===== src/rtl/cpu_bridge_pkg.sv =====
// Shared types for the 68000 -> chip bus bridge: FSM states, request bundle, timeout counter width.
package cpu_bridge_pkg;

  typedef enum logic [1:0] {
    IDLE   = 2'd0,
    ACCESS = 2'd1,
    ACK    = 2'd2
  } state_e;

  typedef struct packed {
    logic rd;
    logic hwr;
    logic lwr;
  } req_t;

  localparam int TIMEOUT_CNT_W = 16;

endpackage


===== src/rtl/cpu_bus_bridge_if.sv =====
// Pin-level bundle between the 68000, the bridge and the chip-bus decoder/arbiter.
// master = the bridge itself, slave = the surrounding CPU pins and decoder.
interface cpu_bus_bridge_if;
  logic        cpu_as_n;
  logic        cpu_uds_n;
  logic        cpu_lds_n;
  logic        cpu_r_w;
  logic [22:0] cpu_addr;
  logic [15:0] cpu_din;
  logic [15:0] cpu_dout;
  logic        cpu_doe;
  logic        cpu_dtack_n;
  logic        cpu_berr_n;
  logic [22:0] cpuaddress;
  logic        cpurd;
  logic        cpuhwr;
  logic        cpulwr;
  logic        cpuok;
  logic [15:0] bus_din;
  logic [15:0] bus_dout;

  modport master (
    input  cpu_as_n, cpu_uds_n, cpu_lds_n, cpu_r_w, cpu_addr, cpu_din, cpuok, bus_din,
    output cpu_dout, cpu_doe, cpu_dtack_n, cpu_berr_n, cpuaddress, cpurd, cpuhwr, cpulwr,
           bus_dout
  );

  modport slave (
    output cpu_as_n, cpu_uds_n, cpu_lds_n, cpu_r_w, cpu_addr, cpu_din, cpuok, bus_din,
    input  cpu_dout, cpu_doe, cpu_dtack_n, cpu_berr_n, cpuaddress, cpurd, cpuhwr, cpulwr,
           bus_dout
  );
endinterface


===== src/rtl/cpu_sync.sv =====
// Two-flop synchronizer with a configurable asynchronous reset value.
module cpu_sync #(
  parameter logic RST_VAL = 1'b0
) (
  input  logic clk,
  input  logic reset_n,
  input  logic d,
  output logic q
);
  logic meta_q, sync_q;

  always_ff @(posedge clk or negedge reset_n) begin
    if (!reset_n) begin
      meta_q <= RST_VAL;
      sync_q <= RST_VAL;
    end else begin
      meta_q <= d;
      sync_q <= meta_q;
    end
  end

  assign q = sync_q;
endmodule


===== src/rtl/cpu_bus_bridge.sv =====
// 68000 bus cycle -> single-clock cpurd/cpuhwr/cpulwr request bridge with DTACK return.
// Optional `BRIDGE_TIMEOUT_EN: bus error after TIMEOUT_CYCLES ungranted ACCESS clocks.
module cpu_bus_bridge
  import cpu_bridge_pkg::*;
#(
  parameter int TIMEOUT_CYCLES = 1024
) (
  input  logic              clk,
  input  logic              reset_n,
  cpu_bus_bridge_if.master  bus
);

  localparam int NSYNC = 4;
  // bit 3 = as, 2 = uds, 1 = lds, 0 = r_w; _AS resets asserted so a cycle straddling reset is ignored
  localparam logic [NSYNC-1:0] SYNC_RST = 4'b1000;

  if (TIMEOUT_CYCLES < 2 || TIMEOUT_CYCLES > (2 ** TIMEOUT_CNT_W)) begin : g_bad_timeout
    $error("cpu_bus_bridge: TIMEOUT_CYCLES out of range");
  end

  logic [NSYNC-1:0] pin_a, pin_s;
  assign pin_a = {~bus.cpu_as_n, ~bus.cpu_uds_n, ~bus.cpu_lds_n, bus.cpu_r_w};

  for (genvar i = 0; i < NSYNC; i++) begin : g_sync
    cpu_sync #(.RST_VAL(SYNC_RST[i])) u_sync (
      .clk     (clk),
      .reset_n (reset_n),
      .d       (pin_a[i]),
      .q       (pin_s[i])
    );
  end

  logic as_s, uds_s, lds_s, r_w_s;
  assign {as_s, uds_s, lds_s, r_w_s} = pin_s;

  state_e      state_q, state_d;
  logic        as_prev_q, as_prev_d;
  logic        pend_q, pend_d;
  req_t        req_q, req_d;
  logic [22:0] addr_q, addr_d;
  logic [15:0] wdata_q, wdata_d;
  logic [15:0] rdata_q, rdata_d;
  logic        dtack_n_q, dtack_n_d;
  logic        doe_q, doe_d;
`ifdef BRIDGE_TIMEOUT_EN
  logic                     berr_n_q, berr_n_d;
  logic [TIMEOUT_CNT_W-1:0] cnt_q, cnt_d;
`endif

  logic as_edge, strb;
  assign as_edge = as_s & ~as_prev_q;
  assign strb    = uds_s | lds_s;

  always_comb begin
    state_d   = state_q;
    as_prev_d = as_s;
    pend_d    = pend_q;
    req_d     = req_q;
    addr_d    = addr_q;
    wdata_d   = wdata_q;
    rdata_d   = rdata_q;
    dtack_n_d = dtack_n_q;
    doe_d     = doe_q;
`ifdef BRIDGE_TIMEOUT_EN
    berr_n_d  = berr_n_q;
    cnt_d     = cnt_q;
`endif
    unique case (state_q)
      IDLE: begin
        // an _AS edge without data strobes (e.g. write or CPU space) is remembered until strobes appear
        if (!as_s)               pend_d = 1'b0;
        else if (as_edge && !strb) pend_d = 1'b1;
        if (as_s && (as_edge || pend_q) && strb) begin
          addr_d    = bus.cpu_addr;
          wdata_d   = bus.cpu_din;
          req_d.rd  = r_w_s;
          req_d.hwr = ~r_w_s & uds_s;
          req_d.lwr = ~r_w_s & lds_s;
          pend_d    = 1'b0;
`ifdef BRIDGE_TIMEOUT_EN
          cnt_d     = '0;
`endif
          state_d   = ACCESS;
        end
      end
      ACCESS: begin
        if (!as_s) begin
          req_d   = '0;
          state_d = IDLE;
        end else if (bus.cpuok) begin
          if (req_q.rd) rdata_d = bus.bus_din;
          req_d     = '0;
          dtack_n_d = 1'b0;
          doe_d     = req_q.rd;
          state_d   = ACK;
        end
`ifdef BRIDGE_TIMEOUT_EN
        else if (cnt_q == TIMEOUT_CNT_W'(TIMEOUT_CYCLES - 1)) begin
          req_d    = '0;
          berr_n_d = 1'b0;
          state_d  = ACK;
        end else begin
          cnt_d = cnt_q + 1'b1;
        end
`endif
      end
      ACK: begin
        if (!as_s) begin
          dtack_n_d = 1'b1;
          doe_d     = 1'b0;
`ifdef BRIDGE_TIMEOUT_EN
          berr_n_d  = 1'b1;
`endif
          state_d   = IDLE;
        end
      end
      default: begin
        req_d   = '0;
        state_d = IDLE;
      end
    endcase
  end

  always_ff @(posedge clk or negedge reset_n) begin
    if (!reset_n) begin
      state_q   <= IDLE;
      as_prev_q <= 1'b1;
      pend_q    <= 1'b0;
      req_q     <= '0;
      addr_q    <= '0;
      wdata_q   <= '0;
      rdata_q   <= '0;
      dtack_n_q <= 1'b1;
      doe_q     <= 1'b0;
`ifdef BRIDGE_TIMEOUT_EN
      berr_n_q  <= 1'b1;
      cnt_q     <= '0;
`endif
    end else begin
      state_q   <= state_d;
      as_prev_q <= as_prev_d;
      pend_q    <= pend_d;
      req_q     <= req_d;
      addr_q    <= addr_d;
      wdata_q   <= wdata_d;
      rdata_q   <= rdata_d;
      dtack_n_q <= dtack_n_d;
      doe_q     <= doe_d;
`ifdef BRIDGE_TIMEOUT_EN
      berr_n_q  <= berr_n_d;
      cnt_q     <= cnt_d;
`endif
    end
  end

  assign bus.cpurd       = req_q.rd;
  assign bus.cpuhwr      = req_q.hwr;
  assign bus.cpulwr      = req_q.lwr;
  assign bus.cpuaddress  = addr_q;
  assign bus.bus_dout    = wdata_q;
  assign bus.cpu_dout    = rdata_q;
  assign bus.cpu_doe     = doe_q;
  assign bus.cpu_dtack_n = dtack_n_q;
`ifdef BRIDGE_TIMEOUT_EN
  assign bus.cpu_berr_n  = berr_n_q;
`else
  assign bus.cpu_berr_n  = 1'b1;
`endif

endmodule

===== src/flat_wrapper.sv =====
// flat-port wrapper written by rule: the top's interface ports become plain ports
module cpu_bus_bridge_flat import cpu_bridge_pkg::*;
#(
  parameter int TIMEOUT_CYCLES = 1024
)
  (clk, reset_n, bus_cpu_as_n, bus_cpu_uds_n, bus_cpu_lds_n, bus_cpu_r_w, bus_cpu_addr, bus_cpu_din, bus_cpuok, bus_bus_din, bus_cpu_dout, bus_cpu_doe, bus_cpu_dtack_n, bus_cpu_berr_n, bus_cpuaddress, bus_cpurd, bus_cpuhwr, bus_cpulwr, bus_bus_dout);
  cpu_bus_bridge_if bus_i ();
  input  logic clk;
  input  logic reset_n;
  input wire logic [$bits(bus_i.cpu_as_n)-1:0] bus_cpu_as_n;
  input wire logic [$bits(bus_i.cpu_uds_n)-1:0] bus_cpu_uds_n;
  input wire logic [$bits(bus_i.cpu_lds_n)-1:0] bus_cpu_lds_n;
  input wire logic [$bits(bus_i.cpu_r_w)-1:0] bus_cpu_r_w;
  input wire logic [$bits(bus_i.cpu_addr)-1:0] bus_cpu_addr;
  input wire logic [$bits(bus_i.cpu_din)-1:0] bus_cpu_din;
  input wire logic [$bits(bus_i.cpuok)-1:0] bus_cpuok;
  input wire logic [$bits(bus_i.bus_din)-1:0] bus_bus_din;
  output wire logic [$bits(bus_i.cpu_dout)-1:0] bus_cpu_dout;
  output wire logic [$bits(bus_i.cpu_doe)-1:0] bus_cpu_doe;
  output wire logic [$bits(bus_i.cpu_dtack_n)-1:0] bus_cpu_dtack_n;
  output wire logic [$bits(bus_i.cpu_berr_n)-1:0] bus_cpu_berr_n;
  output wire logic [$bits(bus_i.cpuaddress)-1:0] bus_cpuaddress;
  output wire logic [$bits(bus_i.cpurd)-1:0] bus_cpurd;
  output wire logic [$bits(bus_i.cpuhwr)-1:0] bus_cpuhwr;
  output wire logic [$bits(bus_i.cpulwr)-1:0] bus_cpulwr;
  output wire logic [$bits(bus_i.bus_dout)-1:0] bus_bus_dout;
  assign bus_i.cpu_as_n = bus_cpu_as_n;
  assign bus_i.cpu_uds_n = bus_cpu_uds_n;
  assign bus_i.cpu_lds_n = bus_cpu_lds_n;
  assign bus_i.cpu_r_w = bus_cpu_r_w;
  assign bus_i.cpu_addr = bus_cpu_addr;
  assign bus_i.cpu_din = bus_cpu_din;
  assign bus_i.cpuok = bus_cpuok;
  assign bus_i.bus_din = bus_bus_din;
  assign bus_cpu_dout = bus_i.cpu_dout;
  assign bus_cpu_doe = bus_i.cpu_doe;
  assign bus_cpu_dtack_n = bus_i.cpu_dtack_n;
  assign bus_cpu_berr_n = bus_i.cpu_berr_n;
  assign bus_cpuaddress = bus_i.cpuaddress;
  assign bus_cpurd = bus_i.cpurd;
  assign bus_cpuhwr = bus_i.cpuhwr;
  assign bus_cpulwr = bus_i.cpulwr;
  assign bus_bus_dout = bus_i.bus_dout;
  cpu_bus_bridge #(.TIMEOUT_CYCLES(TIMEOUT_CYCLES)) u_core (.clk(clk), .reset_n(reset_n), .bus(bus_i));
endmodule

===== config.mk =====
export PLATFORM = sky130hd
export DESIGN_NAME = cpu_bus_bridge_flat
export DESIGN_NICKNAME = d
export VERILOG_FILES = /design/src/rtl/cpu_bridge_pkg.sv /design/src/rtl/cpu_bus_bridge_if.sv /design/src/rtl/cpu_sync.sv /design/src/rtl/cpu_bus_bridge.sv /design/src/flat_wrapper.sv
export SDC_FILE = /design/constraint.sdc
export NUM_CORES = 1
export LEC_CHECK = 0
export ABC_AREA = 1
export BUFFER_PORTS_ARGS = -buffer_cell sky130_fd_sc_hd__buf_2
export CAP_MARGIN = 20
export CORE_MARGIN = 3
export CORE_UTILIZATION = 46
export CTS_BUF_LIST = sky130_fd_sc_hd__clkbuf_4
export DETAILED_ROUTE_END_ITERATION = 7
export PLACE_DENSITY_LB_ADDON = 0.15
export SLEW_MARGIN = 20
export SYNTH_ARGS = -nofsm -noshare
export SYNTH_HDL_FRONTEND = slang
export SYNTH_SLANG_ARGS = --single-unit

===== constraint.sdc =====
create_clock -name clk -period 2.3 [get_ports clk]
set_input_delay 0.23 -clock clk [delete_from_list [all_inputs] [get_ports clk]]
set_output_delay 0.23 -clock clk [all_outputs]
set_load 0.01 [all_outputs]

======== Yosys cells after proc, flatten, opt, wreduce, memory -nomap -nowiden ========
Index checks and enable logic that the tools add are counted.
storage, ports and cells
  register bits after elaboration ......... 72
  logic and storage cells ................. 70
  input bits .............................. 62
  output and inout bits ................... 61
operators by class
  equal/unequal tests ..................... 8
  reduce and logical (&&, ||, !) cells .... 13
  bitwise operators ....................... 10
  mux-type cells .......................... 20
operator list
  cell                  number
  $mux W1               9
  $mux W3               3
  $pmux W3 S3           1
  $mux W2               4
  $reduce_and A4 Y1     2
  $ne A2 B2 Y1 const B  3
  $not A1 Y1            6
  $pmux W2 S3           1
  $reduce_and A3 Y1     2
  $pmux W1 S2           2
  $reduce_and A2 Y1     2
  $and A1 B1 Y1         3
  $logic_and A1 B1 Y1   3
  $ne A3 B1 Y1 const B  1
  $ne A3 B3 Y1 const B  1
  $eq A2 B1 Y1 const B  1
  $eq A2 B2 Y1 const B  1
  $logic_not A2 Y1      1
  $ne A2 B1 Y1 const B  1
  $reduce_bool A2 Y1    1
  $logic_not A1 Y1      1
  $logic_or A1 B1 Y1    1
  $or A1 B1 Y1          1

======== Longest topological paths before layout ========
Gate-level depths: netlist (run 1).
  depth after elaboration ................. 7
  mapped depth ............................ 7
  mapped depth without buffers ............ 7

======== Modules after synthesis ========
Synthesis (run 1) repeated with hierarchy kept, for this count alone.
second synthesis, totals
  cells, all modules ...................... 301
  area, all modules ....................... 2741.4 µm²
by module, submodules not included
  module                                   times used  seq. area each (µm²)  area each (µm²)  cells an instance
  cpu_bus_bridge                           1           1604.0                2538.7           293
  cpu_sync at u_core.g_sync[0].u_sync ...  3           50.0                  50.0             2
  cpu_sync at u_core.g_sync[3].u_sync      1           52.6                  52.6             2

======== Worst setup path after synthesis (run 1) ========
OpenSTA, ideal clock, no wires.
  path kind ............................... register -> register
  start ................................... register u_core.g_sync[3].u_sync.sync_q
  end ..................................... register u_core.rdata_q[11], in the netlist u_core.bus.cpu_dout[11]
  data required time ...................... 2.183 ns
  path buffers ............................ 1
  slack ................................... 0.969 ns
  arrival ................................. 1.214 ns
  period minus slack after synthesis ...... 1.331 ns
  library setup time ...................... 0.117 ns
  cell stages (with the launch flop) ...... 7
  cells stage by stage .................... dfstp_2 -> nand4_2 -> nor2_4 -> inv_2 -> buf_6 -> nand2_1 -> nand2_1
on the way
  longest elaborated chain between the ends .. 1
ends and longest elaborated chain
  item                         RTL line               text
  start: declaration           cpu_sync.sv:10         logic meta_q, sync_q;
  start signal: assignment     cpu_sync.sv:18         sync_q <= meta_q;
  $reduce_and A4 Y1 (no line)  --
  end signal: assignment       cpu_bus_bridge.sv:146  rdata_q <= rdata_d;
  end: declaration             cpu_bus_bridge.sv:42   logic [15:0] rdata_q, rdata_d;
Every way passes these cells.
A chain may end at the register's enable or synchronous reset.

======== Final worst setup path (run 1) ========
  start ................................... register u_core.g_sync[3].u_sync.sync_q
  end ..................................... register u_core.rdata_q[1], in the netlist u_core.bus.cpu_dout[1]
The elaborated chain is that of the path after synthesis.

==> results of run 1 <==
-- what timing repair did --
| item | CTS | global route |
|---|---|---|
| hold buffers | 5 | 0 |
| gates resized for setup | 0 | 0 |
| endpoints found under the hold margin | 72 | 0 |
-- report_power, final --
group | switching, mW | internal, mW
Combinational | 0.464 | 0.346
Clock | 0.397 | 0.280
Sequential | 0.151 | 1.55
-- layer usage --
layer	GRT usage (%)	wire, um	vias to the layer above	share of wire [%]
met2	29.6	2860	74	47
met5	0	0	-	0
met3	5.06	429	8	7.0
met1	25.1	2740	1016	45
met4	7.88	93	0	1.5
li1	-	-	1161	-
-- critical path, cell delays in order, from the launching register on --
cell     delay, ns
dfstp_2       0.60
nand4_2       0.20
nor2_4        0.38
inv_2         0.23
nand2_1       0.12
nand2_1       0.05
-- final cells by class --
class,count,area (um^2)
fill,526,2080
sequential,72,1810
multi-input combinational,204,800
timing repair buffer,128,673
clock buffer,14,105
tap,72,90.1
inverter,13,48.8
clock inverter,2,8.76
-- cell families (layout without fill, tap and decap cells) --
family / after synthesis / in the layout / share of synthesized area [%]
flops: 72 / 72 / 66.5
buf+inv: 24 / 157 / 4.10
compound gates: 3 / 3 / 0.552
other cells: 1 / 1 / 0.138
simple gates: 200 / 200 / 28.7
-- Yosys cell counts --
master / count
nand4_1: 1
nor3_1: 2
inv_2: 2
o21ai_0: 2
conb_1: 1
buf_2: 5
nor2_4: 1
nand2_1: 186
inv_1: 11
dfrtp_1: 68
a21oi_1: 1
nor2_1: 3
dfstp_2: 4
clkbuf_1: 3
nor2_2: 1
nand4_2: 1
buf_4: 2
nand3_1: 5
buf_6: 1
-- flip-flops by register name, summed over array words and instances, names as in the netlist, 2 cells and up --
| signal | cells |
|---|---|
| u_core.bus.cpuaddress | 23 |
| u_core.g_sync.u_sync.meta_q | 4 |
| u_core.state_q | 2 |
| u_core.bus.bus_dout | 16 |
| u_core.g_sync.u_sync.q | 4 |
| u_core.bus.cpu_dout | 16 |
-- path summary, 6_finish.rpt --
path | start | depth (start not counted) | to | slack, ns
worst max-delay path | u_core.g_sync[3].u_sync.q$_DFF_PN1_ | 5 | u_core.bus.cpu_dout[1]$_DFFE_PN0P_ | 0.62
worst min-delay path | bus_cpu_din[0] | 3 | u_core.bus.bus_dout[0]$_DFFE_PN0P_ | 0.03
worst max register to register | u_core.g_sync[3].u_sync.q$_DFF_PN1_ | 5 | u_core.bus.cpu_dout[1]$_DFFE_PN0P_ | 0.62
worst min register to register | u_core.g_sync[1].u_sync.meta_q$_DFF_PN0_ | 0 | u_core.g_sync[1].u_sync.q$_DFF_PN0_ | 0.36
max in group asynchronous | reset_n | 2 | u_core.bus.bus_dout[14]$_DFFE_PN0P_ | 1.23
min in group asynchronous | reset_n | 2 | u_core.bus.bus_dout[11]$_DFFE_PN0P_ | 0.50
-- through the flow --
step | instances | hold WS [ns] | area, um^2
floorplan | 300 | -0.0656 | 2720
global placement | 484 | 0.335 | 3370
detailed placement | 484 | 0.335 | 3370
CTS | 505 | 0.00569 | 3530
global route | 505 | 0.00435 | 3530
finish | 505 | 0.0254 | 3530
==> impl_metrics.tcl, run 1 <==
set metrics [dict create \
    first_global_vias 2307 \
    dp_hpwl_um 4270 \
    start_util_pct 48.5 \
    cts_max_level 3 \
    critPathLaunchType "register" \
    cts_tree "built" \
    final_common_cell "nand2_1" \
    yosysSeqAreaShare_pct 66.5 \
    clock_latency_ns 0.39 \
    core_area_um2 5610 \
    tightestPinTransition_ns 0.879 \
    fmax_mhz 594 \
    io_buffer_count 121 \
    leakage_nw 2.13 \
    synth_cell_types 19 \
    synth.avg_cell_area_um2 9.06 \
    hold_path_class "input pin to register" \
    wire_per_inst_um 12.1 \
    cap_violations 0 \
    critPathKind "register to register" \
    die_x_um 82.9 \
    setup_ws_ns 0.617 \
    worst_ep_arrival_time_ns 1.97 \
    path_clk_slew_ns 0.11 \
    wl_um 6130 \
    grt_use_total_pct 18.9 \
    vias_per_cell 4.47 \
    fin_nets 490 \
    first_pass_iters 4 \
    cp_max_fo 17 \
    clock_sinks 72 \
    cts_made_buffers 9 \
    finish.utilization_pct 63.0 \
    antenna_cells 0 \
    grt_pass1_wl_um 10600 \
    synthCells 300 \
    die_area_um2 6870 \
    hold_viol 0 \
    cp-end-kind "register" \
    postRouteAntennaNets 0 \
    cts-root-buf "clkbuf_4" \
    power_mw 3.19 \
    dp_slack_ns 0.600 \
    drt_iter0_markers 122 \
    status "finished clean" \
    netlist.area_leader.share_pct 62.6 \
    vias 2259 \
    final_max_slew_viol_count 0 \
    p_per_area_nw_per_um2 902 \
    rsz0062_at_grt "false" \
    synth-seq-cells 72 \
    setup_viol 0 \
    syn2layout_area_growth_pct 30.0 \
    grt_overflow 0 \
    slew_headroom_pct 41.4 \
    synth-warning-count 0 \
    postCtsSetupRepairBufs 0 \
    syn-num-nets 362 \
    synthTopCellsByArea "dfrtp_1 63%, nand2_1 26%, dfstp_2 3.9%" \
    final_cell_mix "186 x nand2_1, 120 x buf_2, 68 x dfrtp_1" \
    required_ns 2.58 \
    yosysTopAreaCell "dfrtp_1" \
    drc 0 \
    fin_skew_ns 0.0152 \
    fin_crit_sh_pct 73.2 \
    grt_max_degree 73 \
    clock_path_buffers 2 \
    ir_drop_mv 0.438 \
    synth.cell_area_um2 2720 \
    finalCriticalPeriod_ns 1.68 \
    antenna_found_initial 0 \
    fin_tns_setup_ns 0 \
    drive_above_1_share_pct 33.9 \
    gp_congestion 0.851 \
    die_y_um 82.9 \
    rows 27 \
    io-pin-count 123 \
]
Note: power is estimated with default switching activity, not from simulation.
==> run 2, diff against run 1 <==
Clock period 2.3 ns to 1.6 ns, I/O delays scaled along.
==> run 2 against run 1 <==
Hold slack better by 0.063 ns. Sequential cell count unchanged. Clock skew down 0.0048 ns. Global-route usage up 2.9 points. Via count up 13%. Clock power up 36%. First-iteration DRC count up 8.2%. Cell area up 16%. Largest power group unchanged.
==> impl_metrics.tcl, run 2 (synthesized netlist as in run 1, its figures left out) <==
set metrics [dict create \
    clock_sinks 72 \
    vias 2563 \
    wl_met2_um 3570 \
    hold_path_class "input pin to register" \
    crit_start "u_core.g_sync[3].u_sync.q$_DFF_PN1_" \
    worst_path_max_delay_cell "dfstp_2" \
    die_y_um 82.9 \
    fillers 457 \
    timing.critical_path.buf_inv 2 \
    crit_family "flip-flops" \
    cts_tree "built" \
    final_cell_area_um2 4100 \
    postRouteAntennaNets 0 \
    first_pass_iters 4 \
    syn2layout_area_growth_pct 50.8 \
    grt_overflow 0 \
    hold_viol 0 \
    wl_met3_um 429 \
    fin_skew_ns 0.0105 \
    first_global_vias 2558 \
    cts_made_buffers 9 \
    drive_above_1_share_pct 30.1 \
    wl_met1_um 3000 \
    whs_ns 0.0882 \
    power_mw 4.67 \
    grt_pass1_wl_um 12000 \
    drt_iter0_markers 132 \
    core_area_um2 5610 \
    grt_max_degree 42 \
    reg2reg_from "u_core.g_sync[3].u_sync.q$_DFF_PN1_" \
    cts-root-buf "clkbuf_4" \
    final_cell_mix "186 x nand2_1, 120 x buf_2, 68 x dfrtp_1" \
    cp_max_fo 16 \
    path_clk_slew_ns 0.10 \
    required_ns 1.94 \
    cap_violations 0 \
    antenna_found_initial 0 \
    worst_ep_arrival_time_ns 1.81 \
    slowest_delay_ns 0.55 \
    status "finished clean" \
    rows 27 \
    postCtsSetupRepairBufs 0 \
    wire_per_inst_um 12.7 \
    fin_nets 547 \
    final_common_cell "nand2_1" \
    register_area_um2 1810 \
    grt_use_total_pct 21.8 \
    cp-end-kind "register" \
    leakage_nw 2.37 \
    gp_congestion 0.821 \
    vias_per_cell 4.58 \
    die_area_um2 6870 \
    finalCriticalPeriod_ns 1.47 \
    die_x_um 82.9 \
    multi_input_area_um2 800 \
    cts_max_level 3 \
    setup_viol 0 \
    final_max_slew_viol_count 0 \
    hp-start "bus_cpuok" \
    largest_reg_flops 23 \
    clock_latency_ns 0.40 \
    io_buffer_count 121 \
    clock_path_buffers 2 \
    crit_chain "buf_4 > nand4_2 > nor2_4 > buf_4 > nand2_1 > nand2_1" \
    fin_tns_setup_ns 0 \
    place_area_um2 3400 \
    io-pin-count 123 \
    ir_drop_mv 0.649 \
    critPathKind "register to register" \
    critPathLaunchType "register" \
    fin_crit_sh_pct 91.8 \
    antenna_cells 0 \
    wl_um 7110 \
    fmax_mhz 681 \
    highest_layer "met4" \
    dp_hpwl_um 4370 \
    p_per_area_nw_per_um2 1140 \
    drc 0 \
    finish.utilization_pct 73.1 \
    rsz0062_at_grt "false" \
    start_util_pct 48.5 \
]
run 2: worst register-to-register path: stages (launching register included):
cell     delay (ns)
dfstp_2        0.55
buf_4          0.14
nand4_2        0.20
nor2_4         0.16
buf_4          0.22
nand2_1        0.08
nand2_1        0.07
run 2: through the flow:
step           setup WS, ns  std cells
4_1_cts              0.0365        560
3_5_place_dp         0.0558        486
3_3_place_gp          0.127        486
5_1_grt              0.0218        560
2_1_floorplan         0.269        300
6_report              0.132        560
run 2: worst paths after layout:
| path | end | slack (ns) | cells past startpoint |
|---|---|---|---|
| max | u_core.bus.cpu_dout[6]$_DFFE_PN0P_ | 0.13 | 6 |
| min | u_core.state_q[0]$_DFFE_PN0P_ | 0.09 | 4 |
| max reg2reg | u_core.bus.cpu_dout[6]$_DFFE_PN0P_ | 0.13 | 6 |
| min reg2reg | u_core.g_sync[2].u_sync.q$_DFF_PN0_ | 0.36 | 0 |
| max in group asynchronous | u_core.as_prev_q$_DFF_PN1_ | 0.75 | 3 |
| min in group asynchronous | u_core.bus.bus_dout[7]$_DFFE_PN0P_ | 0.24 | 2 |
run 2: area by class of cell:
cell class / instances / area share [%]
timing repair buffer: 185 / 30.5
inverter: 13 / 1.25
tap: 72 / 2.20
clock buffer: 12 / 2.20
sequential: 72 / 44.1
multi-input combinational: 204 / 19.5
clock inverter: 2 / 0.214
run 2: power by group:
part	total (mW)	leakage, nW	switching, mW	internal, mW
Combinational	1.30	1.41	0.714	0.589
Sequential	2.44	0.899	0.214	2.23
Clock	0.923	0.0607	0.573	0.350
Total	4.67	2.37	1.50	3.17
run 2: timing repair:
item,CTS,global route
setup endpoints to repair,0,40
hold buffers,60,0
endpoints found under the hold margin,90,0
gates resized for setup,0,2
run 2: layer usage:
metal  vias up  GRT usage (%)
li1       1271              -
met4         0           8.02
met2        85           36.5
met1      1197           27.0
met5         -              0
met3        10           5.95
==> run 3, diff against run 2 <==
Settings changed: SETUP_SLACK_MARGIN set to 0.4.
==> run 3 against run 2 <==
Utilization rose by 11 points. Sequential power is 2% higher. Critical endpoint is now u_core.bus.cpuaddress[15]$_DFFE_PN0P_. Count of clock-buffer cells in the layout decreased by 3. Via count is 10% higher. Cell area up 15%. Clock power rose by 17%. Highest routed layer unchanged. Global-route usage rose by 2.9 points.
==> impl_metrics.tcl, run 3 (synthesized netlist as in run 1, its figures left out) <==
set metrics [dict create \
    dp_hpwl_um 4250 \
    cts_tree "built" \
    whs_ns 0.0691 \
    power_mw 5.14 \
    first_pass_iters 4 \
    fillers 317 \
    hold_path_class "input pin to register" \
    die_area_um2 6870 \
    syn2layout_area_growth_pct 74.0 \
    crit_family "flip-flops" \
    postRouteAntennaNets 0 \
    clock_sinks 72 \
    timing.critical_path.buf_inv 3 \
    drc 0 \
    finish.utilization_pct 84.3 \
    core_area_um2 5610 \
    grt_max_degree 29 \
    cp-end-kind "register" \
    fin_cells 585 \
    clock_latency_ns 0.41 \
    grt_use_total_pct 24.7 \
    dp.cells 489 \
    drive_above_1_share_pct 45.8 \
    fin_crit_sh_pct 86.6 \
    fin_nets 570 \
    crit_chain "nand2_2 > nand4_1 > buf_6 > buf_12 > inv_16 > nand2_4 > nand2_2" \
    cts_max_level 3 \
    cap_violations 0 \
    die_x_um 82.9 \
    antenna_cells 0 \
    cp_max_fo 5 \
    worst_path_max_delay_cell "dfstp_2" \
    slowest_delay_ns 0.54 \
    p_per_area_nw_per_um2 1090 \
    ir_drop_mv 0.751 \
    io_buffer_count 121 \
    final_max_slew_viol_count 0 \
    wire_per_inst_um 15.6 \
    cts-root-buf "clkbuf_4" \
    grt_overflow 0 \
    fin_tns_setup_ns 0 \
    path_clk_slew_ns 0.11 \
    die_y_um 82.9 \
    first_global_vias 2821 \
    wl_um 9150 \
    hold_viol 0 \
    antenna_found_initial 0 \
    final_common_cell "nand2_1" \
    rows 27 \
    fin_skew_ns 0.0105 \
    io-pin-count 123 \
    worst_ep_arrival_time_ns 1.69 \
    leakage_nw 2.66 \
    final_cell_mix "127 x nand2_1, 119 x buf_2, 68 x dfrtp_1" \
    vias_per_cell 4.83 \
    gp_congestion 0.756 \
    finalCriticalPeriod_ns 1.39 \
    setup_viol 0 \
    start_util_pct 48.5 \
    largest_reg_flops 23 \
    grt_pass1_wl_um 13500 \
    crit_path_frequent_cell "nand2_2" \
    rsz0062_at_grt "true" \
    vias 2827 \
    fmax_mhz 722 \
    cts_made_buffers 9 \
    status "finished clean" \
    critPathKind "register to register" \
    critPathLaunchType "register" \
    required_ns 1.90 \
    clock_path_buffers 2 \
    drt_iter0_markers 257 \
]
==> run 3: worst paths after layout <==
check	startpoint	end	slack [ns]	cells after the start
max in group asynchronous	reset_n	u_core.bus.cpuaddress[21]$_DFFE_PN0P_	0.86	3
min in group asynchronous	reset_n	u_core.bus.bus_dout[6]$_DFFE_PN0P_	0.20	2
max reg2reg	u_core.as_prev_q$_DFF_PN1_	u_core.bus.cpuaddress[15]$_DFFE_PN0P_	0.21	7
min	bus_cpuok	u_core.state_q[0]$_DFFE_PN0P_	0.07	4
max	u_core.as_prev_q$_DFF_PN1_	u_core.bus.cpuaddress[15]$_DFFE_PN0P_	0.21	7
min reg2reg	u_core.g_sync[1].u_sync.meta_q$_DFF_PN0_	u_core.g_sync[1].u_sync.q$_DFF_PN0_	0.35	0
==> run 3: report_power, final <==
part           total, mW  switching (mW)  internal (mW)
registers           2.48           0.255           2.23
clock network       1.08           0.623          0.460
logic               1.58           0.841          0.736
total               5.14            1.72           3.42
==> run 3: layout make-up <==
cell class | instances | area, um^2 | area share, %
clock buffer | 9 | 67.6 | 1.43
clock inverter | 7 | 62.6 | 1.32
inverter | 13 | 70.1 | 1.48
multi-input combinational | 204 | 1050 | 22.1
sequential | 72 | 1810 | 38.2
tap | 72 | 90.1 | 1.90
timing repair buffer | 203 | 1530 | 32.2
timing repair inverter | 5 | 61.3 | 1.30
==> run 3: through the flow <==
step | instance area [um^2] | setup WS, ns
4_1_cts | 4450 | 0.279
3_3_place_gp | 3440 | 0.0738
3_5_place_dp | 3440 | -0.0137
2_1_floorplan | 2730 | 0.273
6_report | 4730 | 0.215
5_1_grt | 4730 | 0.153
==> run 3: routing by layer <==
| layer | routed length [um] | GRT usage, % | share of wire (%) | vias to the layer above |
|---|---|---|---|---|
| met4 | 271 | 10.8 | 3.0 | 0 |
| met5 | 0 | 0 | 0 | - |
| li1 | - | - | - | 1331 |
| met1 | 3480 | 31.1 | 38 | 1335 |
| met2 | 4800 | 40.4 | 53 | 135 |
| met3 | 590 | 6.05 | 6.5 | 26 |
==> run 3: timing repair <==
| action | 4_1_cts | 5_1_grt |
|---|---|---|
| gates resized for setup | 41 | 65 |
| endpoints found under the hold margin | 106 | 0 |
| setup endpoints to repair | 60 | 63 |
| pin swaps | 13 | 29 |
| cloned | 7 | 2 |
| buffers inserted | 8 | 3 |
| hold buffers | 60 | 0 |
==> run 3: worst min-delay path, stage by stage <==
cell     delay, ns
buf_2         0.11
inv_1         0.05
nand2_1       0.06
o21ai_0       0.07
